`src/rtl/rf_wb_arbiter.sv`:
```
// rf_wb_arbiter: shares the regfile write port between the WB stage and the
// multiply/divide unit. WB wins unless the MD FIFO head has waited
// STARVE_LIMIT cycles. A pending mask tracks destinations still owed by MD.
module rf_wb_arbiter #(
  parameter int DEPTH        = 4,
  parameter int STARVE_LIMIT = 3
) (
  input  logic        clk,
  input  logic        reset_n,
  input  logic        wb_we,
  input  logic [4:0]  wb_rd,
  input  logic [31:0] wb_data,
  output logic        wb_stall,
  input  logic        md_valid,
  output logic        md_ready,
  input  logic [4:0]  md_rd,
  input  logic [31:0] md_data,
  input  logic        iss_valid,
  input  logic [4:0]  iss_rd,
  output logic        iss_ready,
  input  logic [4:0]  q1,
  input  logic [4:0]  q2,
  input  logic [4:0]  q3,
  output logic        busy1,
  output logic        busy2,
  output logic        busy3,
  output logic        rf_we,
  output logic [4:0]  rf_a3,
  output logic [31:0] rf_wd3,
  output logic        err_waw
);
  localparam int AW = (DEPTH > 1) ? $clog2(DEPTH) : 1;
  localparam int CW = AW + 1;
  localparam int SW = $clog2(STARVE_LIMIT + 1);

  logic [4:0]    r_fifo_rd   [DEPTH];
  logic [31:0]   r_fifo_data [DEPTH];
  logic [AW-1:0] r_wptr, r_rptr;
  logic [CW-1:0] r_fcnt;
  logic [SW-1:0] r_scnt;
  logic [31:0]   r_pend;
  logic          r_err;

  logic          w_empty, w_full, w_wb_req, w_starve;
  logic          w_head_gnt, w_wb_gnt, w_enq, w_iss_set;
  logic [4:0]    w_head_rd;
  logic [31:0]   w_head_data;
  logic [31:0]   w_pend_nxt;

  assign w_empty     = (r_fcnt == '0);
  assign w_full      = (r_fcnt == CW'(DEPTH));
  assign w_head_rd   = r_fifo_rd[r_rptr];
  assign w_head_data = r_fifo_data[r_rptr];
  assign w_wb_req    = wb_we && (wb_rd != 5'd0);
  assign w_starve    = (r_scnt == SW'(STARVE_LIMIT)) && !w_empty;

  // Head wins when starved or when WB is idle; reset kills every grant.
  assign w_head_gnt  = reset_n && !w_empty && (w_starve || !w_wb_req);
  assign w_wb_gnt    = reset_n && w_wb_req && !w_starve;
  assign wb_stall    = reset_n && w_starve && w_wb_req;

  // md_ready looks only at the current level, never at a same-cycle dequeue.
  assign md_ready    = reset_n && !w_full;
  assign w_enq       = md_valid && md_ready && (md_rd != 5'd0);

  assign iss_ready   = reset_n && (!r_pend[iss_rd] || (iss_rd == 5'd0));
  assign w_iss_set   = iss_valid && iss_ready && (iss_rd != 5'd0);

  assign busy1       = r_pend[q1];
  assign busy2       = r_pend[q2];
  assign busy3       = r_pend[q3];
  assign err_waw     = r_err;

  // Write-port mux; address/data are zeroed when nothing is granted.
  always_comb begin
    rf_we  = 1'b0;
    rf_a3  = 5'd0;
    rf_wd3 = 32'd0;
    if (w_head_gnt) begin
      rf_we  = 1'b1;
      rf_a3  = w_head_rd;
      rf_wd3 = w_head_data;
    end else if (w_wb_gnt) begin
      rf_we  = 1'b1;
      rf_a3  = wb_rd;
      rf_wd3 = wb_data;
    end
  end

  // Next pending mask: head write clears, issue sets; x0 is never pending.
  always_comb begin
    w_pend_nxt = r_pend;
    if (w_head_gnt) w_pend_nxt[w_head_rd] = 1'b0;
    if (w_iss_set)  w_pend_nxt[iss_rd]    = 1'b1;
    w_pend_nxt[0] = 1'b0;
  end

  // FIFO storage; contents need no reset since pointers/count gate them.
  always_ff @(posedge clk) begin
    if (w_enq) begin
      r_fifo_rd[r_wptr]   <= md_rd;
      r_fifo_data[r_wptr] <= md_data;
    end
  end

  // Pointers, count, starve counter, pending mask and sticky error.
  always_ff @(posedge clk) begin
    if (!reset_n) begin
      r_wptr <= '0;
      r_rptr <= '0;
      r_fcnt <= '0;
      r_scnt <= '0;
      r_pend <= '0;
      r_err  <= 1'b0;
    end else begin
      if (w_enq)      r_wptr <= r_wptr + 1'b1;
      if (w_head_gnt) r_rptr <= r_rptr + 1'b1;
      case ({w_enq, w_head_gnt})
        2'b10:   r_fcnt <= r_fcnt + 1'b1;
        2'b01:   r_fcnt <= r_fcnt - 1'b1;
        default: r_fcnt <= r_fcnt;
      endcase
      if (w_empty || w_head_gnt)
        r_scnt <= '0;
      else if (r_scnt != SW'(STARVE_LIMIT))
        r_scnt <= r_scnt + 1'b1;
      r_pend <= w_pend_nxt;
      if (w_wb_gnt && r_pend[wb_rd]) r_err <= 1'b1;
    end
  end
endmodule

```
`config.mk`:
```
export PLATFORM = sky130hd
export DESIGN_NAME = rf_wb_arbiter
export DESIGN_NICKNAME = d
export VERILOG_FILES = /design/src/rtl/rf_wb_arbiter.sv
export SDC_FILE = /design/constraint.sdc
export NUM_CORES = 1
export LEC_CHECK = 0
export BUFFER_PORTS_ARGS = -buffer_cell sky130_fd_sc_hd__buf_4
export CAP_MARGIN = 20
export CORE_ASPECT_RATIO = 0.5
export CORE_MARGIN = 2
export CORE_UTILIZATION = 57
export DETAILED_ROUTE_END_ITERATION = 10
export GPL_TIMING_DRIVEN = 0
export HOLD_SLACK_MARGIN = 0.08
export PLACE_DENSITY = 0.83
export SYNTH_ARGS = -nofsm -noshare
export SYNTH_HDL_FRONTEND = slang
export SYNTH_SLANG_ARGS = --single-unit
```
`constraint.sdc`:
```
create_clock -name clk -period 3.8 [get_ports clk]
set_clock_uncertainty 0.05 [all_clocks]
set_input_delay 0.38 -clock clk [delete_from_list [all_inputs] [get_ports clk]]
set_output_delay 0.38 -clock clk [all_outputs]
set_load 0.01 [all_outputs]
```
# Word level (Yosys, flattened, before mapping)
# Memories as Yosys holds them, arrays and structs flattened. A register that Yosys moved wholly into a read port is not among the register bits.
# Cells that the tools add are included.
[word_totals]
n_memories = 2
out_inout_bits = 45
elab_cells = 92
inputBits = 99
mem_bits_rw = 148
reg_bits = 42
[op_classes]
n_reduce_logical = 32
muxes = 29
bitwise = 4
eq_ne = 5
order_cmp = 8
addsub = 5
[memory_table]
columns = ["name", "depth", "width", "read_ports", "rd_ports_with_merged_regs", "write_ports", "line", "text"]
rows = [
  ["r_fifo_data", 4, 32, 1, 1, 1, "37", "logic [31:0] r_fifo_data [DEPTH];"],
  ["r_fifo_rd", 4, 5, 1, 1, 1, "36", "logic [4:0] r_fifo_rd [DEPTH];"],
]
[op_table]
columns = ["cell", "n"]
rows = [
  ["$mux W32", 4],
  ["$lt A5 B6 Y1 const B", 6],
  ["$and A32 B32 Y32", 1],
  ["$not A32 Y32", 1],
  ["$or A32 B32 Y32", 1],
  ["$bmux W1 S5", 5],
  ["$logic_and A1 B1 Y1", 17],
  ["$reduce_bool A5 Y1", 3],
  ["$mux W1", 11],
  ["$demux W1 S5", 2],
  ["$ge A5 B1 Y1 const B", 2],
  ["$mux W5", 2],
  ["$mux W2", 4],
  ["$add A2 B1 Y2 const B", 3],
  ["$pmux W3 S2", 1],
  ["$logic_not A1 Y1", 5],
  ["$logic_not A5 Y1", 1],
  ["$eq A2 B2 Y1 const B", 2],
  ["$add A3 B1 Y3 const B", 1],
  ["$eq A3 B3 Y1 const B", 1],
  ["$logic_not A3 Y1", 1],
  ["$logic_or A1 B1 Y1", 3],
  ["$sub A3 B1 Y3 const B", 1],
  ["$eq A2 B1 Y1 const B", 1],
  ["other kinds (4)", 4],
]

# Logic depth before layout (Yosys ltp)
[depth]
word_depth = 9
depth_mapped = 11
ltp_nobuf = 10

# Least setup slack after synthesis
# No wires, ideal clock.
[synth_timing]
path_type = "input to register"
from = "input wb_rd[2]"
to = "register r_fcnt[2]"
t_required_ps = 3679
slack_ps = 658
arrival_ps = 3022
stages = 11
setup_ps = 71
path_buffers = 2
cell_sequence = "clkbuf_1 -> or4_1 -> o211a_1 -> nor2_1 -> buf_2 -> ha_1 -> inv_1 -> fa_1 -> xor2_1 -> or3_1 -> a21oi_1"
[synth_via]
elab_chain_len = 7
word_cells_on_any_way = 9
classes_between = "eq/ne (2); mux (1); reduce/logical (6)"
[synth_lines]
columns = ["item", "line", "text"]
rows = [
  ["start: declaration", "11", "input logic [4:0] wb_rd,"],
  ["$reduce_bool A5 Y1 *", "54", "assign w_wb_req = wb_we && (wb_rd != 5'd0);"],
  ["$logic_and A1 B1 Y1 *", "54", ""],
  ["$logic_not A1 Y1 *", "58", "assign w_head_gnt = reset_n && !w_empty && (w_starve || !w_wb_req);"],
  ["$logic_or A1 B1 Y1 *", "58", ""],
  ["$logic_and A1 B1 Y1 *", "58", ""],
  ["$eq A2 B1 Y1 or $eq A2 B2 Y1 (tied branches)", "118", "case ({w_enq, w_head_gnt})"],
  ["$pmux W3 S2 or $reduce_bool A2 Y1 (tied branches)", "--", ""],
  ["end signal: assignment", "119", "2'b10: r_fcnt <= r_fcnt + 1'b1;"],
  ["end signal: assignment", "120", "2'b01: r_fcnt <= r_fcnt - 1'b1;"],
  ["end signal: assignment", "121", "default: r_fcnt <= r_fcnt;"],
  ["end: declaration", "39", "logic [CW-1:0] r_fcnt;"],
]
# Every way passes the cells marked *; elsewhere a longest branch is shown, timed or not.
# A chain may end at the register's enable or synchronous reset.

# Worst setup path after layout
[layout_timing]
from = "input wb_rd[2]"
to = "output rf_wd3[22]"
[layout_via]
elab_chain_len = 6
word_cells_on_any_way = 9
classes_between = "mux (2); reduce/logical (7)"
[layout_lines]
columns = ["item", "line", "text"]
rows = [
  ["$reduce_bool A5 Y1 *", "54", ""],
  ["$logic_and A1 B1 Y1 *", "54", ""],
  ["$logic_and A1 B1 Y1 or $logic_not A1 Y1 (tied branches)", "59, 58", ""],
  ["$logic_and A1 B1 Y1 or $logic_or A1 B1 Y1 (tied branches)", "59, 58", ""],
  ["$mux W32 or $logic_and A1 B1 Y1 (tied branches)", "83, 58", ""],
  ["$mux W32 *", "79", "if (w_head_gnt) begin"],
  ["end: declaration", "29", "output logic [31:0] rf_wd3,"],
]
# Marked as above.

==> results.toml <==
[sta]
min_period_ns = 3.37
rsz0062_at_grt = "no"
worst_slack_ns = 0.431
maxSlewViolCount = 0
max_freq_mhz = 297
worst_pin_slew_ns = 0.880
fin_tns_setup_ns = 0
slew_headroom_pct = 41.3
fin_crit_sh_pct = 88.6
setup_viol = 0
hold_viol_final = 0

[power]
p_int_mw = 3.46
p_switching_mw = 1.17
clockPowerShare_pct = 37.2
p_leak_nw = 3.82
post-layout-total-power_mw = 4.63
peakVddDrop_uv = 372
power_frac_seq_pct = 50.3
switching_share_pct = 25.3
p_per_area_nw_per_um2 = 422
comb_power_share_pct = 12.5

[routing]
vias = 6161
route.detailed.drc = 0
drtPass1Iterations = 5
wirelength_um = 22500
via_per_inst = 6.52
ant_nets = 0
avgRoutedWirePerCell_um = 23.8
drtIter0Drc = 630

[finish]
area_delta_synth_final_pct = 21.7
drive_gt1_share_pct = 36.3
diodes = 0
finalNetCount = 834
fin_cells = 945
fin_util_pct = 71.2
register_area_um2 = 5310
nFillCells = 984
multi_input_area_um2 = 3490

[floorplanning]
die_h_um = 92.9
die-area_um2 = 16900
start_util_pct = 58.5
core_um2 = 15400
ios = 144
die_w_um = 182
rows = 32

[clock_network]
ctsRootBufferMaster = "clkbuf_16"
htreeDepth = 4
clk_pin_slew_worst_paths_ns = 0.08
worstSkewPairLatency_ns = 0.43
cts_buffers = 17
cts_hold_buffers = 0
post_cts_buffers = 0
clock_path_buffers = 2
post_cts_resized = 0
cts_tree = "yes"
clock-sinks = 191

[placement]
gp_congestion = 0.953
io_buffers = 135
hpwl_um = 15000
dpl.cell_count = 912
dp_slack_ns = 0.0808

[synthesis]
synth.cell_area_um2 = 9010
ys_seq_area_share_pct = 58.8
synth_cells = 569
synth-async-reset-ratio_pct = 0
synth_cell_types = 51
ys_ff_latch = 191
ys_warn_count = 0
synth_fp_nets = 675
synth_flop_cell = "edfxtp_1"
synth_edf_count = 148
syn_avg_cell_area_um2 = 15.8

[setup_path]
crit_top_cell = "clkbuf_1"
r2r_slack_ns = 0.87
start_kind = "input port"
crit_buf_inv = 4
cp_top_family = "buffers and inverters"
crit_arrival_ns = 2.94
slowest_delay_ns = 0.70
cp_slowest_cell = "or4_1"
crit_type = "in -> out"
critPathMaxFanout = 10
endpoint_kind = "output port"
required_ns = 3.37
path_cells = "clkbuf_1, or4_1, o211ai_1, a21oi_1, clkbuf_1, clkbuf_1, a22o_1, buf_4"

[global_route]
met3_usage_pct = 5.66
grt_pass1_wl_um = 34600
antenna_found_initial = 0
grt_util_met1_pct = 35.6
grt.met2_usage_pct = 46.8
grt-busiest-layer = "met2"
grt_max_degree = 27
grt_overflow = 0
track_usage_pct = 27.6
grt_pass1_vias = 6258

[worst_hold_path]
hp-class = "in -> reg"

[status]
outcome = "complete, no violations"

[job]
maxCapViolCount = 0
## per-stage QoR
step / area [µm²] / hold WS, ns
2_1_floorplan: 9010 / 0.357
3_3_place_gp: 10300 / 0.366
3_5_place_dp: 10400 / 0.388
4_1_cts: 11000 / 0.0847
5_1_grt: 11000 / 0.0828
6_report: 11000 / 0.0904
## cell families after synthesis
| kind of cell | after synthesis | synth area share [%] |
|---|---|---|
| AO/OA/AOI/OAI | 109 | 9.80 |
| XOR/XNOR | 5 | 0.486 |
| adder cells (fa/ha/maj) | 7 | 1.05 |
| buffers and inverters | 53 | 2.46 |
| flip-flops | 191 | 58.8 |
| multiplexers | 87 | 20.5 |
| AND/OR/NAND/NOR | 117 | 6.90 |
## worst register-to-register path: stages, from the launching register on
cell and delay [ns]:
dfxtp_1 0.34, ha_1 0.21, inv_1 0.09, o211a_1 0.19, nor2_1 0.35, buf_2 0.33
ha_1 0.25, inv_1 0.07, fa_1 0.38, xor2_1 0.16, or3_1 0.31, a21oi_1 0.14
## flip-flops by register name, summed over array words and instances, names as in the netlist, named ones only
name         count
r_rptr           2
err_waw          1
r_fifo_data    128
r_fcnt           3
r_wptr           2
r_scnt           2
r_fifo_rd       20
r_pend          31
## cells in the mapped netlist (3+ instances only)
master	n	area [µm²]
a21o_1	3	22.5
a21oi_1	7	35.0
a22o_1	39	342
a32o_1	15	150
and2_1	6	37.5
buf_2	3	15.0
clkbuf_1	32	120
dfxtp_1	43	861
edfxtp_1	148	4440
ha_1	6	75.1
inv_1	13	48.8
mux2_2	8	90.1
mux4_2	77	1730
nand2_1	34	128
nand2b_1	3	18.8
nand3_1	12	60.1
nand3b_1	3	22.5
nor2_1	28	105
nor2b_1	7	43.8
nor3_1	3	15.0
nor3b_1	3	22.5
nor4_1	3	18.8
o211ai_1	12	90.1
o21ai_0	7	35.0
o31ai_1	15	113
xor2_1	3	26.3
## final timing paths
check	start	to	depth (start not counted)
worst max-delay path	wb_rd[2]	rf_wd3[22]	8
worst min-delay path	md_data[3]	r_fifo_data[3][3]	1
worst max register to register	r_scnt[0]	r_fcnt[2]	11
worst min register to register	r_scnt[0]	r_scnt[0]	1
## power by group through the flow
stage                     combinational (mW)  sequential, mW  clock [mW]
final                                  0.580            2.33        1.72
after global routing                   0.619            2.33        1.81
after CTS                              0.579            2.33        1.73
after detailed placement               0.572            2.37           0
after global placement                 0.546            2.37           0
after floorplan                        0.321            2.37           0
## cell usage in the layout, fill, tap and decap left out, types with 3 or more instances in the layout
master     instances
nor3b_1            3
o21ai_0            7
buf_2              3
clkbuf_1          34
clkbuf_16         17
and2_2             4
a32o_1            15
nor3_1             3
nor2_1            28
buf_4            136
edfxtp_1         148
nand2b_1           3
nand3b_1           3
nor2b_1            7
a21o_1             3
nand3_1           12
o211ai_1          12
a21oi_1            7
dfxtp_1           43
nand2_1           34
clkinv_4           3
nor4_1             3
inv_1             13
mux4_2            77
o31ai_1           15
ha_1               6
inv_8              6
mux2_2             8
xor2_1             3
a22o_1            39
## routing by layer
metal	vias to the layer above	part of all wire, %
met4	0	2.2
met5	-	0
met3	47	7.2
li1	2675	-
met2	317	51
met1	3122	39
## cell type report
cell class                 instances  area share [%]
inverter                          14           0.479
sequential                       191            48.4
tap                              204            2.33
buffer                            39            1.54
clock buffer                      19            3.95
clock inverter                    13            1.30
timing repair buffer             140            10.2
multi-input combinational        325            31.8
Power figures use the tool's default switching activity.
